$ cat config.mk
export PLATFORM = sky130hd
export DESIGN_NAME = lcv_mul_acc_seq
export DESIGN_NICKNAME = d
export VERILOG_FILES = /design/src/rtl/lcv_mul_acc_seq.sv
export SDC_FILE = /design/constraint.sdc
export NUM_CORES = 1
export LEC_CHECK = 0
export BUFFER_PORTS_ARGS = -buffer_cell sky130_fd_sc_hd__buf_4
export CAP_MARGIN = 25
export CORE_ASPECT_RATIO = 1.4
export CORE_MARGIN = 2
export CORE_UTILIZATION = 63
export CTS_CLUSTER_SIZE = 24
export DETAILED_ROUTE_END_ITERATION = 12
export PLACE_DENSITY = 0.83
export SYNTH_ARGS = -nofsm -noshare
export SYNTH_HDL_FRONTEND = slang
export SYNTH_SLANG_ARGS = --single-unit
$ cat constraint.sdc
create_clock -name clk -period 6.9 [get_ports clk]
set_input_delay 0.69 -clock clk [delete_from_list [all_inputs] [get_ports clk]]
set_output_delay 0.69 -clock clk [all_outputs]
set_load 0.02 [all_outputs]
$ cat src/rtl/lcv_mul_acc_seq.sv
// Streamed dot-product sequencer around a registered 16x16 signed MAC.
// Optional build macro LCV_MUL_ACC_SEQ_SAT_EN selects saturating accumulation instead of wrap-around.
module lcv_mul_acc_seq #(
  parameter int COUNT_WIDTH = 8
) (
  input  logic                   clk,
  input  logic                   rst,
  input  logic                   in_valid,
  output logic                   in_ready,
  input  logic [15:0]            in_a,
  input  logic [15:0]            in_b,
  input  logic [32:0]            in_init,
  input  logic                   in_last,
  output logic                   out_valid,
  input  logic                   out_ready,
  output logic [32:0]            out_sum,
  output logic [COUNT_WIDTH-1:0] out_count,
  output logic                   out_ovf
);

  typedef enum logic [1:0] {
    ACCUM = 2'd0,
    DRAIN = 2'd1,
    HOLD  = 2'd2
  } state_t;

  state_t state, state_nxt;

  logic                   in_fire;
  logic                   out_fire;
  logic                   out_valid_r;

  logic signed [31:0]     prod_p1;
  logic signed [32:0]     init_p1;
  logic                   first_p1;
  logic                   vld_p1;

  logic signed [32:0]     acc_p2;
  logic                   ovf_p2;
  logic [COUNT_WIDTH-1:0] count;

  logic signed [32:0]     base;
  logic signed [33:0]     sum_wide;
  logic                   add_ovf;
  logic signed [32:0]     acc_nxt;

  // Full-precision 34-bit sum of a 33-bit base and a 32-bit product.
  function automatic logic signed [33:0] add_wide(input logic signed [32:0] a,
                                                   input logic signed [31:0] p);
    logic signed [33:0] aw;
    logic signed [33:0] pw;
    aw = {a[32], a};
    pw = {{2{p[31]}}, p};
    return aw + pw;
  endfunction

  function automatic logic add_overflow(input logic signed [33:0] s);
    return s[33] ^ s[32];
  endfunction

  // Clamp toward the sign of the true (34-bit) sum when it leaves the 33-bit range.
  function automatic logic signed [32:0] saturate(input logic signed [33:0] s);
    logic signed [32:0] r;
    if (!add_overflow(s)) begin
      r = s[32:0];
    end else if (s[33]) begin
      r = {1'b1, 32'h0000_0000};
    end else begin
      r = {1'b0, 32'hFFFF_FFFF};
    end
    return r;
  endfunction

  function automatic logic signed [32:0] wrap(input logic signed [33:0] s);
    return s[32:0];
  endfunction

  function automatic logic [COUNT_WIDTH-1:0] count_inc(input logic [COUNT_WIDTH-1:0] c);
    logic [COUNT_WIDTH-1:0] r;
    r = (c == {COUNT_WIDTH{1'b1}}) ? c : c + 1'b1;
    return r;
  endfunction

  assign in_ready  = (state == ACCUM) && !rst;
  assign in_fire   = in_valid && in_ready;
  assign out_fire  = out_valid_r && out_ready;

  assign out_valid = out_valid_r;
  assign out_sum   = acc_p2;
  assign out_count = count;
  assign out_ovf   = ovf_p2;

  always_comb begin
    state_nxt = state;
    case (state)
      ACCUM:   if (in_fire && in_last) state_nxt = DRAIN;
      DRAIN:   state_nxt = HOLD;
      HOLD:    if (out_fire) state_nxt = ACCUM;
      default: state_nxt = ACCUM;
    endcase
  end

  always_ff @(posedge clk) begin
    if (rst) begin
      state       <= ACCUM;
      out_valid_r <= 1'b0;
    end else begin
      state       <= state_nxt;
      out_valid_r <= (state_nxt == HOLD);
    end
  end

  // Stage 1: multiply; the first term of a vector carries its init value along.
  always_ff @(posedge clk) begin
    if (rst) begin
      vld_p1   <= 1'b0;
      first_p1 <= 1'b0;
      prod_p1  <= '0;
      init_p1  <= '0;
    end else begin
      vld_p1 <= in_fire;
      if (in_fire) begin
        prod_p1  <= $signed(in_a) * $signed(in_b);
        init_p1  <= $signed(in_init);
        first_p1 <= (count == '0);
      end
    end
  end

  always_comb begin
    base     = first_p1 ? init_p1 : acc_p2;
    sum_wide = add_wide(base, prod_p1);
    add_ovf  = add_overflow(sum_wide);
`ifdef LCV_MUL_ACC_SEQ_SAT_EN
    acc_nxt  = saturate(sum_wide);
`else
    acc_nxt  = wrap(sum_wide);
`endif
  end

  // Stage 2: accumulate; results are cleared once the consumer takes them.
  always_ff @(posedge clk) begin
    if (rst) begin
      acc_p2 <= '0;
      ovf_p2 <= 1'b0;
    end else if (out_fire) begin
      acc_p2 <= '0;
      ovf_p2 <= 1'b0;
    end else if (vld_p1) begin
      acc_p2 <= acc_nxt;
      ovf_p2 <= (first_p1 ? 1'b0 : ovf_p2) | add_ovf;
    end
  end

  always_ff @(posedge clk) begin
    if (rst) begin
      count <= '0;
    end else if (out_fire) begin
      count <= '0;
    end else if (in_fire) begin
      count <= count_inc(count);
    end
  end

endmodule

==> results.yml, run 1 <==
detailed_routing:
  ant_nets: 0
  viasPerCell: 5.70
  dr_total_vias: 12000
  avgRoutedWirePerCell_um: 17.4
  first_pass_iters: 8
  wl_mm: 36.6
  drc: 0
  first_iter_violations: 691
finish:
  areaGrowthSynthToFinish_pct: 8.66
  finalNonFillerCells: 2105
  multi_input_area_mm2: 0.0120
  layout-drive-gt1-share_pct: 10.5
  final_cell_area_mm2: 0.0170
  final-seq-area_mm2: 0.00224
  antenna_cells: 0
  finalNetCount: 2235
  nFillCells: 1915
yosys:
  ys_seq_elements: 112
  syn_area_per_cell_um2: 9.07
  async_flop_share_pct: 0
  ys_warn_count: 0
  netlist_instances: 1720
  synth_nets: 2170
  synth.yosys.seq_area_share_pct: 14.4
  synthDistinctLibCells: 63
  syn_area_mm2: 0.0156
  synth_edf_count: 0
  ys.flop_type: "dfxtp_1"
global_routing:
  antenna_found_initial: 0
  grt.busiest_layer: "met2"
  use_met3_pct: 3.93
  grt-ovfl-total: 0
  grtUsageTotal_pct: 29.7
  gr-usage-met1_pct: 34.5
  grt.met2_usage_pct: 54.3
  grt_max_degree: 72
  grt_pass1_vias: 12900
  grt_pass1_wl_mm: 61.3
worst_setup_path:
  path_max_fanout: 16
  crit_required_ns: 7.14
  cp_num_cells: 21
  crit_path_max_incr_delay_ns: 0.77
  critPathLaunchType: "input port"
  slowest_stage: "fa_1"
  end_kind: "flop"
  cpMostUsedCell: "fa_1"
  setup.worst_path.end: "prod_p1[31]"
  reg2reg_slack_ns: 2.96
  arrival_ns: 6.62
  critical_path_buf_inv_count: 4
  crit_family: "adder cells"
  path_class: "in -> reg"
  cp_cell_sequence: "buf_4 > nand2_1 > inv_1 > fa_1 > fa_1 > fa_1 > fa_1 > fa_1 > inv_1 > fa_1 > inv_1 > ha_1 > and3_1 > and3_1 > a221oi_1 > o21ai_2 > a2111oi_4 > o31a_1 > o21ai_1 > xnor2_1 > o21ai_1"
  r2r_cells: 13
  reg2reg_to: "out_ovf"
  critPathLaunch: "in_b[1]"
  reg2reg_from: "first_p1"
min_path:
  hold_path.class: "reg -> reg"
floorplan:
  design.die.area_mm2: 0.0261
  die_w_um: 137
  dieHeight_um: 190
  initial_utilization_pct: 63.7
  core_area_mm2: 0.0245
  rows: 68
  ios: 114
sta:
  max_slew_margin_pct: 49.4
  timing.hold.ws_ns: 0.471
  drv_slew: 0
  max_freq_mhz: 157
  hold_violations: 0
  grt_setup_unrepaired: "no"
  worst_pin_slew_ns: 0.757
  min_period_ns: 6.38
  period_share_pct: 92.5
  finalSetupViolCount: 0
  fin_setup_tns_ns: 0
  skew_ns: 0.00838
placed_design:
  place_area_mm2: 0.0167
  gp_congestion: 0.943
  portBuffers: 113
  hpwl_mm: 28.9
  dp_cells: 2089
clock_network:
  cts-resized-gates: 0
  numCtsBuffers: 9
  cts_tree: "built"
  cts_setup_buffers: 0
  clock_latency_ns: 0.36
  cts_sinks: 112
  clkTransAtPathRegs_ns: 0.08
  cts_hold_buf: 0
  htree_levels: 3
  cts_buffer_depth: 2
  cts-root-buf: "clkbuf_16"
job:
  maxCapViolCount: 0
status:
  status: "finished clean"
-- registers in the layout (all words and copies together) (netlist names) --
register   count
out_count      8
state          2
out_sum       33
out_ovf        1
vld_p1         1
prod_p1       32
out_valid      1
init_p1       33
first_p1       1
-- cells by family (layout without fill, tap and decap cells) --
kind of cell	Yosys count	after routing	synth area share (%)
xor gates and xnor gates	66	66	3.70
buffers and inverters	358	428	8.69
DFF	112	112	14.4
adders and majority gates	380	380	43.1
muxes	54	54	3.73
and+or+nand+nor	561	561	18.5
AOI/OAI and AO/OA	189	189	7.94
-- layout make-up --
class,instances,area share (%)
Sequential cell,112,13.2
Clock inverter,6,0.398
Inverter,290,6.42
Multi-Input combinational cell,1250,70.8
Tap cell,315,2.32
Clock buffer,10,1.41
Timing Repair Buffer,122,5.40
-- tightest hold or removal path, delay by kind of cell (launching register included) --
kind             cells  cell delay, ns
AO/OA/AOI/OAI        1            0.05
AND/OR/NAND/NOR      1            0.06
flip-flops           1            0.32
-- cells in the mapped netlist (2+ instances only) --
| master | number | share of area, % |
|---|---|---|
| ha_1 | 117 | 9.4 |
| o31ai_1 | 4 | 0.19 |
| a21oi_2 | 2 | 0.11 |
| clkbuf_1 | 61 | 1.5 |
| dfxtp_1 | 112 | 14 |
| o211ai_1 | 2 | 0.096 |
| a311o_1 | 2 | 0.13 |
| nor2_1 | 60 | 1.4 |
| nand4_1 | 5 | 0.20 |
| or3_1 | 5 | 0.20 |
| nor4_1 | 4 | 0.16 |
| xor2_1 | 25 | 1.4 |
| o31ai_2 | 3 | 0.24 |
| a21o_1 | 17 | 0.82 |
| o31a_1 | 3 | 0.17 |
| nor3_1 | 13 | 0.42 |
| fa_1 | 263 | 34 |
| mux2_2 | 33 | 2.4 |
| nor2b_1 | 9 | 0.36 |
| nand2b_1 | 13 | 0.52 |
| nand2_1 | 219 | 5.3 |
| and3_1 | 6 | 0.24 |
| o21bai_1 | 9 | 0.43 |
| nand3b_1 | 67 | 3.2 |
| and4_1 | 3 | 0.17 |
| xnor2_1 | 41 | 2.3 |
| o21a_1 | 9 | 0.43 |
| mux2i_1 | 21 | 1.3 |
| o21ai_2 | 3 | 0.17 |
| and2_1 | 125 | 5.0 |
| a31oi_1 | 5 | 0.20 |
| nand3_1 | 24 | 0.77 |
| o21ai_1 | 6 | 0.19 |
| a211oi_1 | 5 | 0.24 |
| o21ai_0 | 54 | 1.7 |
| buf_1 | 4 | 0.096 |
| inv_1 | 290 | 7.0 |
| a21oi_1 | 51 | 1.6 |
-- routing by layer --
metal	vias up	part of all wire (%)	wire, um
met1	5937	38	13900
met4	0	4.1	1500
met2	418	52	19100
met5	-	0	0
met3	112	5.8	2110
li1	5531	-	-
-- placed cells by master, fill, tap and decap left out, types with 5 or more instances in the layout --
cell type / count
o21a_1: 9
nand3b_1: 67
nand2_1: 218
nand4_1: 5
ha_1: 117
xor2_1: 25
mux2i_1: 21
buf_4: 122
a21oi_1: 51
o21bai_1: 9
and3_1: 6
nand2b_1: 13
or3_1: 5
clkbuf_16: 9
mux2_2: 33
and2_1: 125
dfxtp_1: 112
a21o_1: 17
inv_1: 290
a211oi_1: 5
nor2_1: 60
nor3_1: 13
o21ai_1: 6
o21ai_0: 54
fa_1: 263
a31oi_1: 5
xnor2_1: 41
nor2b_1: 9
nand3_1: 24
-- worst min-delay path by stage --
stage / start / end / slack, ns / cells after the start
finish: out_ovf / out_ovf / 0.47 / 2
global route: init_p1[18] / init_p1[18] / 0.49 / 2
detailed placement: init_p1[18] / init_p1[18] / 0.46 / 2
global placement: init_p1[7] / init_p1[7] / 0.46 / 2
floorplan: prod_p1[0] / prod_p1[0] / 0.44 / 2
CTS: out_ovf / out_ovf / 0.47 / 2
-- through the flow --
stage | setup slack (ns) | utilization, %
final | 0.517 | 69.2
after global routing | 0.154 | 69.2
after CTS | 0.526 | 69.2
after detailed placement | 0.164 | 68.0
after global placement | 0.307 | 68.0
after floorplan | 0.496 | -
Power of run 1 is left out: the tool's default activity adds up to more than one toggle a clock period on the data nets, which glitch-free logic cannot reach.
==> run 2, diff against run 1 <==
==> constraint.sdc (replaced) <==
create_clock -name clk -period 6.34 [get_ports clk]
set_input_delay 0.634 -clock clk [delete_from_list [all_inputs] [get_ports clk]]
set_output_delay 0.634 -clock clk [all_outputs]
set_load 0.02 [all_outputs]
==> run 2 against run 1 <==
  * Utilization up 0.42 points
  * Worst setup slack worse by 0.22 ns
  * Final cell count up 0.90%
  * Cell area up 0.60%
  * Sequential cell count unchanged
  * Critical endpoint unchanged
==> results.yml, run 2 (synthesis results as in run 1) <==
global_routing:
  grt_pass1_wl_mm: 60.4
  antenna_found_initial: 0
  grtUsageTotal_pct: 29.3
  grt-ovfl-total: 0
  grt_pass1_vias: 12700
  grt_max_degree: 75
sta:
  fin_ws_ns: 0.293
  max_freq_mhz: 165
  skew_ns: 0.00493
  drv_slew: 0
  period_share_pct: 95.4
  max_slew_margin_pct: 55.3
  min_period_ns: 6.05
  worst_pin_slew_ns: 0.671
  hold_violations: 0
  timing.hold.ws_ns: 0.459
  finalSetupViolCount: 0
  grt_setup_unrepaired: "no"
detailed_routing:
  drc: 0
  first_iter_violations: 655
  avgRoutedWirePerCell_um: 16.8
  ant_nets: 0
  wl_mm: 35.6
  dr_total_vias: 12000
  first_pass_iters: 5
  viasPerCell: 5.63
clock_network:
  numCtsBuffers: 9
  cts_sinks: 112
  clock_latency_ns: 0.35
  cts-root-buf: "clkbuf_16"
  cts_hold_buf: 0
  cts_tree: "built"
  clkTransAtPathRegs_ns: 0.07
  cts-resized-gates: 0
  htree_levels: 3
  cts_buffer_depth: 2
  cts_setup_buffers: 0
finish:
  finalNetCount: 2255
  final_common_cell: "inv_1"
  areaGrowthSynthToFinish_pct: 9.31
  final_cell_area_mm2: 0.0171
  antenna_cells: 0
  layout_common_cells: "inv_1, fa_1, nand2_1"
  layout-drive-gt1-share_pct: 11.3
  utilization_pct: 69.6
worst_setup_path:
  path_class: "in -> reg"
  critPathLaunch: "in_b[1]"
  crit_family: "adder cells"
  crit_path_max_incr_delay_ns: 0.67
  slowest_stage: "fa_1"
  reg2reg_from: "first_p1"
  cpMostUsedCell: "fa_1"
  arrival_ns: 6.27
  cp_cell_sequence: "buf_4 > nand2_1 > inv_1 > fa_1 > fa_1 > fa_1 > fa_1 > fa_1 > inv_1 > fa_1 > inv_1 > ha_1 > nand2_1 > o211ai_1 > a21o_1 > a221oi_1 > o21ai_2 > a2111oi_4 > o31a_1 > o21ai_1 > xnor2_1 > o21ai_1"
  end_kind: "flop"
  path_max_fanout: 10
  critical_path_buf_inv_count: 4
  crit_required_ns: 6.56
  critPathLaunchType: "input port"
floorplan:
  rows: 68
  ios: 114
  core_area_mm2: 0.0245
  design.die.area_mm2: 0.0261
  die_w_um: 137
  initial_utilization_pct: 63.7
  dieHeight_um: 190
placed_design:
  place_area_mm2: 0.0168
  portBuffers: 113
  post-place-ws_ns: -0.0811
  gp_congestion: 0.921
  hpwl_mm: 28.8
job:
  maxCapViolCount: 0
min_path:
  hold_path.startpoint: "in_init[28]"
  hold_path.class: "in -> reg"
status:
  status: "finished clean"
run 2: cell count changes in the layout (fill, tap and decap cells not counted), sizes merged:
cell      delta
clkinv       -2
clkinvlp     +1
inv          -1
bufinv       -1
clkbuf       +2
buf         +20
run 2: per-layer routing:
layer  up-vias  wire, um  global-route usage, %
met4         0      1200                   10.5
met5         -         0                      0
met1      5907     14200                   35.8
met3        89      1990                   3.93
li1       5584         -                      -
met2       387     18200                   52.4
run 2: worst reg2reg max path, delay by kind of cell (launching register included):
kind | cells | cell delay (ns)
AO/OA/AOI/OAI | 8 | 1.64
flip-flops | 1 | 0.72
AND/OR/NAND/NOR | 2 | 0.47
buffers and inverters | 1 | 0.41
multiplexers | 1 | 0.39
adder cells (fa/ha/maj) | 1 | 0.38
run 2: path summary, 6_finish.rpt:
check | endpoint | slack (ns) | cells past startpoint
worst max-delay path | prod_p1[31] | 0.29 | 22
worst min-delay path | init_p1[28] | 0.46 | 3
worst max register to register | out_sum[32] | 2.23 | 13
worst min register to register | init_p1[26] | 0.47 | 2
run 2: through the flow:
step           TNS, ns  cells
3_3_place_gp         0   2109
3_5_place_dp   -0.0905   2109
4_1_cts              0   2124
6_report             0   2124
2_1_floorplan        0   1720
5_1_grt              0   2124
run 2: final cells by class:
type | instances | area [um^2]
Multi-Input combinational cell | 1250 | 12000
Clock inverter | 3 | 20.0
Timing Repair Buffer | 142 | 1070
Clock buffer | 12 | 236
Inverter | 290 | 1090
Tap cell | 315 | 394
Sequential cell | 112 | 2240
Fill cell | 1904 | 7440
Power of run 2 is left out for the same reason.
==> run 3, diff against run 2 <==
--- a/config.mk
+++ b/config.mk
@@ -13,6 +13,7 @@
 export CTS_CLUSTER_SIZE = 24
 export DETAILED_ROUTE_END_ITERATION = 12
 export PLACE_DENSITY = 0.83
+export RECOVER_POWER = 25
 export SYNTH_ARGS = -nofsm -noshare
 export SYNTH_HDL_FRONTEND = slang
 export SYNTH_SLANG_ARGS = --single-unit
==> run 3 against run 2 <==
  * The run now ends with capacitance limit, slew limit left
  * Sequential cell count is the same
  * Utilization fell by 0.57 points
  * Critical path depth unchanged
  * Cell area shrank 0.81%
  * Sequential share of layout area rose by 0.11 points
  * Routed wire length hardly changed
  * Critical endpoint unchanged
  * Highest routed layer unchanged
==> results.yml, run 3 (synthesis results as in run 1) <==
global_routing:
  grt_pass1_vias: 12700
  antenna_found_initial: 0
  grtUsageTotal_pct: 29.3
  grt_max_degree: 75
  grt_pass1_wl_mm: 60.4
  grt-ovfl-total: 0
finish:
  final_common_cell: "inv_1"
  final_cell_area_mm2: 0.0169
  finalNetCount: 2255
  areaGrowthSynthToFinish_pct: 8.42
  finalNonFillerCells: 2124
  layout-drive-gt1-share_pct: 9.29
  layout_common_cells: "inv_1, fa_1, nand2_1"
  antenna_cells: 0
sta:
  max_slew_margin_pct: -56.7
  max_freq_mhz: 165
  finalSetupViolCount: 0
  grt_setup_unrepaired: "no"
  min_period_ns: 6.05
  worst_pin_slew_ns: 2.35
  period_share_pct: 95.4
  hold_violations: 0
  timing.hold.ws_ns: 0.459
  drv_slew: 72
  skew_ns: 0.00398
clock_network:
  cts-resized-gates: 0
  clock_latency_ns: 0.35
  htree_levels: 3
  cts_hold_buf: 0
  numCtsBuffers: 9
  cts-root-buf: "clkbuf_16"
  cts_buffer_depth: 2
  cts_tree: "built"
  clkTransAtPathRegs_ns: 0.07
  cts_setup_buffers: 0
  cts_sinks: 112
worst_setup_path:
  critPathLaunchType: "input port"
  path_max_fanout: 10
  reg2reg_slack_ns: 2.22
  path_class: "in -> reg"
  reg2reg_to: "out_sum[32]"
  end_kind: "flop"
  crit_required_ns: 6.56
  reg2reg_from: "first_p1"
  arrival_ns: 6.27
  r2r_cells: 13
placed_design:
  place_area_mm2: 0.0168
  dp_cells: 2109
  gp_congestion: 0.921
  hpwl_mm: 28.8
  portBuffers: 113
detailed_routing:
  viasPerCell: 5.62
  avgRoutedWirePerCell_um: 16.8
  wl_mm: 35.6
  dr_total_vias: 11900
  first_iter_violations: 594
  ant_nets: 0
  drc: 0
  first_pass_iters: 5
floorplan:
  dieHeight_um: 190
  core_area_mm2: 0.0245
  ios: 114
  design.die.area_mm2: 0.0261
  initial_utilization_pct: 63.7
  rows: 68
  die_w_um: 137
min_path:
  hold_depth: 3
  hold_path.startpoint: "in_init[28]"
  min_to: "init_p1[28]"
  hold_path.class: "in -> reg"
status:
  failed_checks: "capacitance limit, slew limit"
  status: "finished, violations left"
job:
  maxCapViolCount: 1
run 3: changes by cell type in the layout (fill, tap and decap cells not counted):
| cell | change |
|---|---|
| clkbuf_1 | +37 |
| buf_4 | -37 |
run 3: metrics by stage:
step | worst slack, ns | setup TNS (ns) | util, %
after CTS | 0.299 | 0 | 69.6
final | 0.295 | 0 | 69.1
after global routing | 0.0226 | 0 | 69.1
after floorplan | 0.0284 | 0 | -
after detailed placement | -0.0811 | -0.0905 | 68.6
after global placement | 0.0717 | 0 | 68.6
run 3: layout make-up:
cell class	count	area (um^2)
multi-input combinational	1250	12000
fill	1950	7580
sequential	112	2240
inverter	290	1090
timing repair buffer	142	927
tap	315	394
clock buffer	12	236
clock inverter	3	20.0
run 3: worst max-delay path: stages:
cell	delay (ns)
buf_4	0.17
nand2_1	0.10
inv_1	0.08
fa_1	0.66
fa_1	0.48
fa_1	0.50
fa_1	0.52
fa_1	0.51
inv_1	0.06
fa_1	0.48
inv_1	0.05
ha_1	0.31
nand2_1	0.08
o211ai_1	0.11
a21o_1	0.19
a221oi_1	0.32
o21ai_2	0.13
a2111oi_4	0.38
o31a_1	0.20
o21ai_1	0.09
xnor2_1	0.14
o21ai_1	0.07
run 3: worst max-delay path by stage:
stage / from / end / slack, ns / cells past startpoint
6_report: in_b[1] / prod_p1[31] / 0.29 / 22
5_1_grt: in_b[2] / prod_p1[30] / 0.02 / 25
4_1_cts: in_b[1] / prod_p1[31] / 0.30 / 22
3_5_place_dp: in_b[1] / prod_p1[31] / -0.08 / 22
3_3_place_gp: in_b[1] / prod_p1[31] / 0.07 / 22
2_1_floorplan: in_b[1] / prod_p1[31] / 0.03 / 21
run 3: per-layer routing:
layer  up-vias  share of wire [%]  wire, um  track usage (%)
li1       5579                  -         -                -
met1      5850                 40     14100             35.8
met2       410                 50     17900             52.4
met3       103                6.2      2220             3.93
met4         0                3.8      1340             10.5
met5         -                  0         0                0
Power of run 3 is left out for the same reason.
